### src/rtl/linea_retardo.sv
// Sample delay line: Depth registered stages of Width bits, shifted on enable,
// flushed by a synchronous clear. count/valid track how many stages hold
// samples received since the last reset or clear.
module linea_retardo #(
   parameter  int unsigned Width = 23,
   parameter  int unsigned Depth = 4,
   localparam int unsigned CntW  = $clog2(Depth + 1)
) (
   input  logic                     clk44kHz,
   input  logic                     reset,
   input  logic                     enable,
   input  logic                     clear,
   input  logic [Width-1:0]         datoIn,
   output logic [Width-1:0]         datoOut,
   output logic [Depth*Width-1:0]   taps,
   output logic [CntW-1:0]          count,
   output logic                     valid
);

   localparam logic [CntW-1:0] CntFull = CntW'(Depth);

   logic [Width-1:0] stage_q [Depth];
   logic [Width-1:0] stage_d [Depth];
   logic [CntW-1:0]  count_q, count_d;
   logic             valid_q, valid_d;

   // Next state: clear wins over enable; with neither, everything holds.
   always_comb begin
      stage_d = stage_q;
      count_d = count_q;
      valid_d = valid_q;
      if (clear) begin
         for (int unsigned k = 0; k < Depth; k++) begin
            stage_d[k] = '0;
         end
         count_d = '0;
         valid_d = 1'b0;
      end else if (enable) begin
         stage_d[0] = datoIn;
         for (int unsigned k = 1; k < Depth; k++) begin
            stage_d[k] = stage_q[k-1];
         end
         // Saturate at Depth rather than wrapping.
         if (count_q != CntFull) begin
            count_d = count_q + CntW'(1);
         end
         valid_d = (count_d == CntFull);
      end
   end

   // State registers with asynchronous active-low reset.
   always_ff @(posedge clk44kHz or negedge reset) begin
      if (!reset) begin
         for (int unsigned k = 0; k < Depth; k++) begin
            stage_q[k] <= '0;
         end
         count_q <= '0;
         valid_q <= 1'b0;
      end else begin
         stage_q <= stage_d;
         count_q <= count_d;
         valid_q <= valid_d;
      end
   end

   // Outputs come straight from the registers; taps packs stage 0 in the LSBs.
   always_comb begin
      taps = '0;
      for (int unsigned k = 0; k < Depth; k++) begin
         taps[k*Width +: Width] = stage_q[k];
      end
   end

   assign datoOut = stage_q[Depth-1];
   assign count   = count_q;
   assign valid   = valid_q;

endmodule

### config.mk
export PLATFORM = sky130hd
export DESIGN_NAME = linea_retardo
export DESIGN_NICKNAME = d
export VERILOG_FILES = /design/src/rtl/linea_retardo.sv
export SDC_FILE = /design/constraint.sdc
export NUM_CORES = 1
export LEC_CHECK = 0
export BUFFER_PORTS_ARGS = -buffer_cell sky130_fd_sc_hd__buf_2
export CORE_MARGIN = 2
export CORE_UTILIZATION = 30
export DETAILED_ROUTE_END_ITERATION = 10
export GPL_TIMING_DRIVEN = 0
export SETUP_SLACK_MARGIN = 0.02
export SLEW_MARGIN = 0
export SYNTH_ARGS = -nofsm -noshare
export SYNTH_HDL_FRONTEND = slang
export SYNTH_SLANG_ARGS = --single-unit
### constraint.sdc
create_clock -name clk44kHz -period 1.65 [get_ports clk44kHz]
set_input_delay 0.33 -clock clk44kHz [delete_from_list [all_inputs] [get_ports clk44kHz]]
set_output_delay 0.33 -clock clk44kHz [all_outputs]
set_load 0.005 [all_outputs]
==> flow_summary_export.csv, run 1 <==
group,metric,value,unit
clock_tree,cts_setup_buffers,0,
timing,tns,0,ps
global_routing,grtUsageTotal,14.9,%
clock_tree,cts_resized,0,
min_path,min_path_type,"in -> async",
die,ios,146,
global_routing,antenna_found_initial,0,
global_routing,grt-ovfl-total,0,
synth,synth.cell_area,0.00415,mm^2
final_layout,fin_nets,528,
critical_path,path_delay_family,"flip-flops",
die,core,0.0134,mm^2
clock_tree,cts-htree-levels,3,
timing,slew_headroom,56.5,%
synth,synth.yosys.warnings,0,
clock_tree,insertion_delay,340,ps
detailed_routing,vias,2993,
pwr,p_leak,0.00318,uW
pwr,vdd_drop_max,0.344,mV
die,chipWidth,122,um
global_routing,grt_start_max_net_pins,50,
detailed_routing,avgRoutedWirePerCell,15.6,um
synth,synth_top_cell_by_area,"dfrtp_1",
detailed_routing,first_pass_iters,4,
die,die-area,0.0148,mm^2
pwr,power.density,931,mW/mm^2
synth,synth_area_leaders,"dfrtp_1, mux2i_1, nor2_1, buf_4, buf_8",
timing,min_period_over_period,80.6,%
final_layout,fillers,1358,
clock_tree,numCtsBuffers,9,
synth,ys_types,15,
synth,synth_top_cell_area_share,57.9,%
clock_tree,clock-sinks,96,
timing,min_period,1330,ps
synth,synth_common_cells,"dfrtp_1, nor2_1, mux2i_1",
final_layout,finalInstanceArea,0.00541,mm^2
clock_tree,cts_hold_buf,0,
critical_path,critical_path_class,"reg -> out",
final_layout,drive_gt1_share,40.0,%
timing,finalHoldViolCount,0,
place,placed_area,0.00512,mm^2
final_layout,fin_cells,679,
critical_path,r2r_setup_slack,350,ps
synth,postSynthAreaPerCell,12.1,um^2
place,gp_congestion,0.720,
pwr,p_total,5030,uW
critical_path,crit_chain,"buf_4, buf_2",
timing,grt_setup_unrepaired,"false",
place,port_buffers,143,
critical_path,critPathLaunch,"datoOut[14]",
clock_tree,cts_tree,"built",
timing,report.final.slew_viol_count,0,
critical_path,crit_required,1320,ps
synth,synth_ff_type,"dfrtp_1",
timing,finalSetupViolations,0,
synth,syn-num-nets,373,
critical_path,rr_endpoint,"valid",
timing,clock_skew,4.60,ps
synth,yosysMostFrequentCell,"dfrtp_1",
global_routing,grt_pass1_wl,16600,um
clock_tree,cts_root_buf,"clkbuf_16",
synth,async_flop_share,100,%
detailed_routing,routed_wl,10600,um
critical_path,worst-path-buf-inv,2,
synth,ys_seq_area_share,57.9,%
detailed_routing,route.detailed.drc,0,
critical_path,start_kind,"flop",
critical_path,worstPathMaxFanout,3,
clock_tree,clk_pin_slew_worst_paths,70,ps
critical_path,r2r_cells,5,
timing,fmax,0.752,GHz
global_routing,grt_pass1_vias,2994,
critical_path,slowest_stage,"dfrtp_1",
critical_path,slowest_delay,410,ps
final_layout,antennaDiodeCount,0,
critical_path,r2r_start,"count[0]",
critical_path,critPathArrivalTime,1000,ps
die,dieHeight,122,um
run_status,status,"finished clean",
final_layout,seq_area,0.00240,mm^2
place,hpwlAfterDp,7560,um
critical_path,critPathCaptureType,"output pin",
synth,synth-edff-count,0,
die,num_rows,42,
place,place_inst,664,
clock_tree,clockBufferDepth,2,
die,start_util,31.0,%
final_layout,multi_input_area,0.00139,mm^2
job,maxCapViolations,0,
synth,synthCells,344,
timing,tightest_slew,652,ps
synth,ys_seq_elements,96,
final_layout,syn2layout_area_growth,30.2,%
detailed_routing,drt_iter0_markers,103,
detailed_routing,detail-route-antenna-nets,0,
detailed_routing,vias_per_cell,4.41,
==> worst reg2reg max path: stages, from the launching register on <==
cell	delay [ps]
dfrtp_1	420
inv_1	110
ha_1	180
nand3b_1	130
o2111ai_2	140
o31ai_2	230
==> metrics by stage <==
step	setup slack (ps)	hold slack, ps	util, %
final	321	12.8	40.3
after global routing	233	61.2	40.3
after CTS	305	24.4	40.3
after detailed placement	330	401	38.2
after global placement	-737	475	38.0
after floorplan	438	34.4	-
==> placed cells by master, fill, tap and decap left out <==
cell type / count
o2111ai_2: 1
buf_8: 6
buf_2: 149
xnor2_1: 2
clkbuf_1: 5
clkbuf_8: 1
bufinv_16: 1
nand2_1: 4
ha_1: 2
o31ai_2: 1
dfrtp_1: 96
clkinv_2: 3
clkbuf_16: 9
nand3b_1: 1
mux2i_1: 93
inv_1: 3
buf_4: 29
buf_16: 1
nor2_1: 95
a21boi_0: 1
==> area by class of cell <==
cell class	count	area share, %
buffer	45	6.48
clock buffer	11	4.49
clock inverter	4	0.833
inverter	3	0.208
multi-input combinational	200	25.7
sequential	96	44.4
tap	176	4.07
timing repair buffer	144	13.8
==> power breakdown <==
| part | internal, uW | switching, uW |
|---|---|---|
| Sequential | 2420 | 59.6 |
| Combinational | 217 | 271 |
| Clock | 1200 | 862 |
| Total | 3840 | 1190 |
==> state kept, by name (all words and copies together) (netlist names) <==
name     flops
count        3
datoOut     23
valid        1
taps        69
==> worst max-delay path by stage <==
stage,slack (ps),cells after the start,to
after global routing,230,5,valid
after global placement,-740,1,datoOut[18]
after floorplan,440,5,valid
after detailed placement,330,4,taps[60]
final,320,2,taps[83]
after CTS,300,2,taps[84]
==> cell families (layout without fill, tap and decap cells) <==
| family | Yosys count | after routing | synth area share [%] |
|---|---|---|---|
| AND/OR/NAND/NOR | 100 | 100 | 9.13 |
| flip-flops | 96 | 96 | 57.9 |
| multiplexers | 93 | 93 | 22.4 |
| buffers and inverters | 48 | 207 | 8.71 |
| AO/OA/AOI/OAI | 3 | 3 | 0.844 |
| adder cells (fa/ha/maj) | 2 | 2 | 0.603 |
| XOR/XNOR | 2 | 2 | 0.422 |
==> per-layer routing <==
layer  global-route usage, %  vias to the layer above  share of wire (%)
met5                       0                        -                  0
met3                    3.14                       10                6.2
met4                    5.82                        0                1.4
met2                    23.8                      106                 46
met1                    20.0                     1458                 46
li1                        -                     1419                  -
Power figures use the tool's default switching activity.
==> run 2, diff against run 1 <==
==> constraint.sdc (replaced) <==
create_clock -name clk44kHz -period 1.2 [get_ports clk44kHz]
set_input_delay 0.24 -clock clk44kHz [delete_from_list [all_inputs] [get_ports clk44kHz]]
set_output_delay 0.24 -clock clk44kHz [all_outputs]
set_load 0.005 [all_outputs]
==> flow_summary_export.csv, run 2 (same netlist as run 1, synthesis figures left out) <==
group,metric,value,unit
critical_path,worst-path-buf-inv,1,
pwr,power_frac_seq,50.8,%
place,gp_congestion,0.721,
timing,slew_headroom,55.6,%
final_layout,antennaDiodeCount,0,
clock_tree,insertion_delay,340,ps
critical_path,crit_required,1460,ps
final_layout,fillers,1348,
clock_tree,numCtsBuffers,9,
critical_path,critPathLaunch,"count[0]",
min_path,min_path_type,"in -> async",
critical_path,critPathCaptureType,"flop",
timing,finalHoldViolCount,49,
global_routing,antenna_found_initial,0,
die,start_util,31.0,%
critical_path,path_delay_family,"flip-flops",
global_routing,grt_start_max_net_pins,51,
critical_path,slowest_stage,"dfrtp_1",
detailed_routing,detail-route-antenna-nets,0,
place,place_ws,-27.5,ps
detailed_routing,first_pass_iters,4,
final_layout,largest_reg_flops,69,
critical_path,slowest_delay,410,ps
detailed_routing,drt_iter0_markers,115,
clock_tree,cts-htree-levels,3,
timing,fmax,0.848,GHz
final_layout,final_cell_mix,"buf_2, nor2_1, dfrtp_1, mux2i_1, buf_4",
pwr,power.density,1270,mW/mm^2
clock_tree,cts_root_buf,"clkbuf_16",
final_layout,drive_gt1_share,39.1,%
place,hpwlAfterDp,7600,um
timing,min_period,1180,ps
clock_tree,clock-sinks,96,
timing,clock_skew,5.89,ps
place,port_buffers,143,
detailed_routing,avgRoutedWirePerCell,15.8,um
critical_path,cp.depth,5,
die,dieHeight,122,um
pwr,power_report.internal_total,5090,uW
critical_path,r2r_start,"count[0]",
detailed_routing,vias,2913,
pwr,clkPwrFrac,38.9,%
timing,finalSetupViolations,0,
timing,min_period_over_period,98.3,%
die,chipWidth,122,um
clock_tree,cts_tree,"built",
critical_path,r2r_cells,5,
detailed_routing,routed_wl,10500,um
clock_tree,clockBufferDepth,2,
final_layout,layout_commonest_cell,"buf_2",
timing,grt_setup_unrepaired,"true",
pwr,p_total,6720,uW
pwr,p_sw_share,24.2,%
critical_path,critical_path_class,"reg -> reg",
global_routing,grt_pass1_wl,16500,um
global_routing,grtUsageTotal,15.0,%
run_status,status,"complete, but fails checks",
clock_tree,clk_pin_slew_worst_paths,60,ps
run_status,violations,"hold timing",
timing,report.final.slew_viol_count,0,
die,num_rows,42,
die,core,0.0134,mm^2
timing,tightest_slew,666,ps
detailed_routing,route.detailed.drc,0,
die,ios,146,
timing,postLayoutSetupSlackWorst,20.8,ps
critical_path,crit_chain,"inv_2, ha_4, nand3b_1, o2111ai_2, o31ai_2",
pwr,p_sw,1620,uW
job,maxCapViolations,0,
global_routing,grt_pass1_vias,2946,
final_layout,syn2layout_area_growth,27.8,%
final_layout,fin_nets,514,
critical_path,critPathArrivalTime,1440,ps
pwr,power_frac_comb,10.3,%
final_layout,multi_input_area,0.00140,mm^2
critical_path,start_kind,"flop",
timing,holdWs,-80.7,ps
detailed_routing,vias_per_cell,4.38,
pwr,p_leak,0.00309,uW
pwr,vdd_drop_max,0.572,mV
final_layout,seq_area,0.00240,mm^2
global_routing,grt-ovfl-total,0,
critical_path,worstPathMaxFanout,4,
die,die-area,0.0148,mm^2
==> run 2: changes by cell type in the layout (fill, tap and decap cells not counted), moves of 2 or more <==
cell,delta
buf_4,-14
ha_1,-2
inv_1,-2
buf_2,-2
inv_2,+2
buf_6,+2
==> run 2: path summary, 6_finish.rpt <==
path	endpoint	slack, ps
hold reg to reg	valid	490
min in group clk44kHz	taps[13]	140
max in group asynchronous	count[2]	610
setup / recovery	valid	20
setup reg to reg	valid	20
hold / removal	datoOut[19]	-80
==> run 2: through the flow <==
step           instances  hold WS [ps]  cell area [um^2]  setup TNS, ps  utilization (%)
2_1_floorplan        344         -55.6              4160              0                -
3_3_place_gp         663           476              5100        -101480             38.1
3_5_place_dp         664           320              5130           -250             38.3
4_1_cts              664         -62.6              5300              0             39.5
5_1_grt              665         -42.0              5310          -63.0             39.6
6_report             665         -80.7              5310              0             39.6
==> run 2: layout make-up <==
class                   instances  area share, %
clock buffers                  12           4.65
well taps                     176           4.15
flip-flops and latches         96           45.3
plain buffers                  22           3.35
inverters                       3          0.212
multi-input cells             200           26.4
repair buffers                153           15.6
clock inverters                 3          0.354
==> run 2: repair_timing <==
item | 4_1_cts | 5_1_grt
pin swaps | 1 | 0
buffers inserted | 8 | 1
gates cloned | 0 | 0
endpoints found under the hold margin | 49 | 48
gates resized for setup | 5 | 1
setup endpoints to repair | 25 | 4
==> run 2: power groups by stage <==
stage	clock, uW	sequential, uW	combinational [uW]
after floorplan	0	3470	368
after global placement	0	3470	680
after detailed placement	0	3470	701
after CTS	2710	3410	713
after global routing	2840	3420	777
final	2610	3410	695
==> run 2: layer usage <==
layer | vias up | GRT usage (%) | share of wire [%]
met5 | - | 0 | 0
met4 | 0 | 5.60 | 1.6
met3 | 10 | 4.03 | 6.0
met2 | 97 | 23.3 | 46
met1 | 1414 | 20.0 | 47
li1 | 1392 | - | -
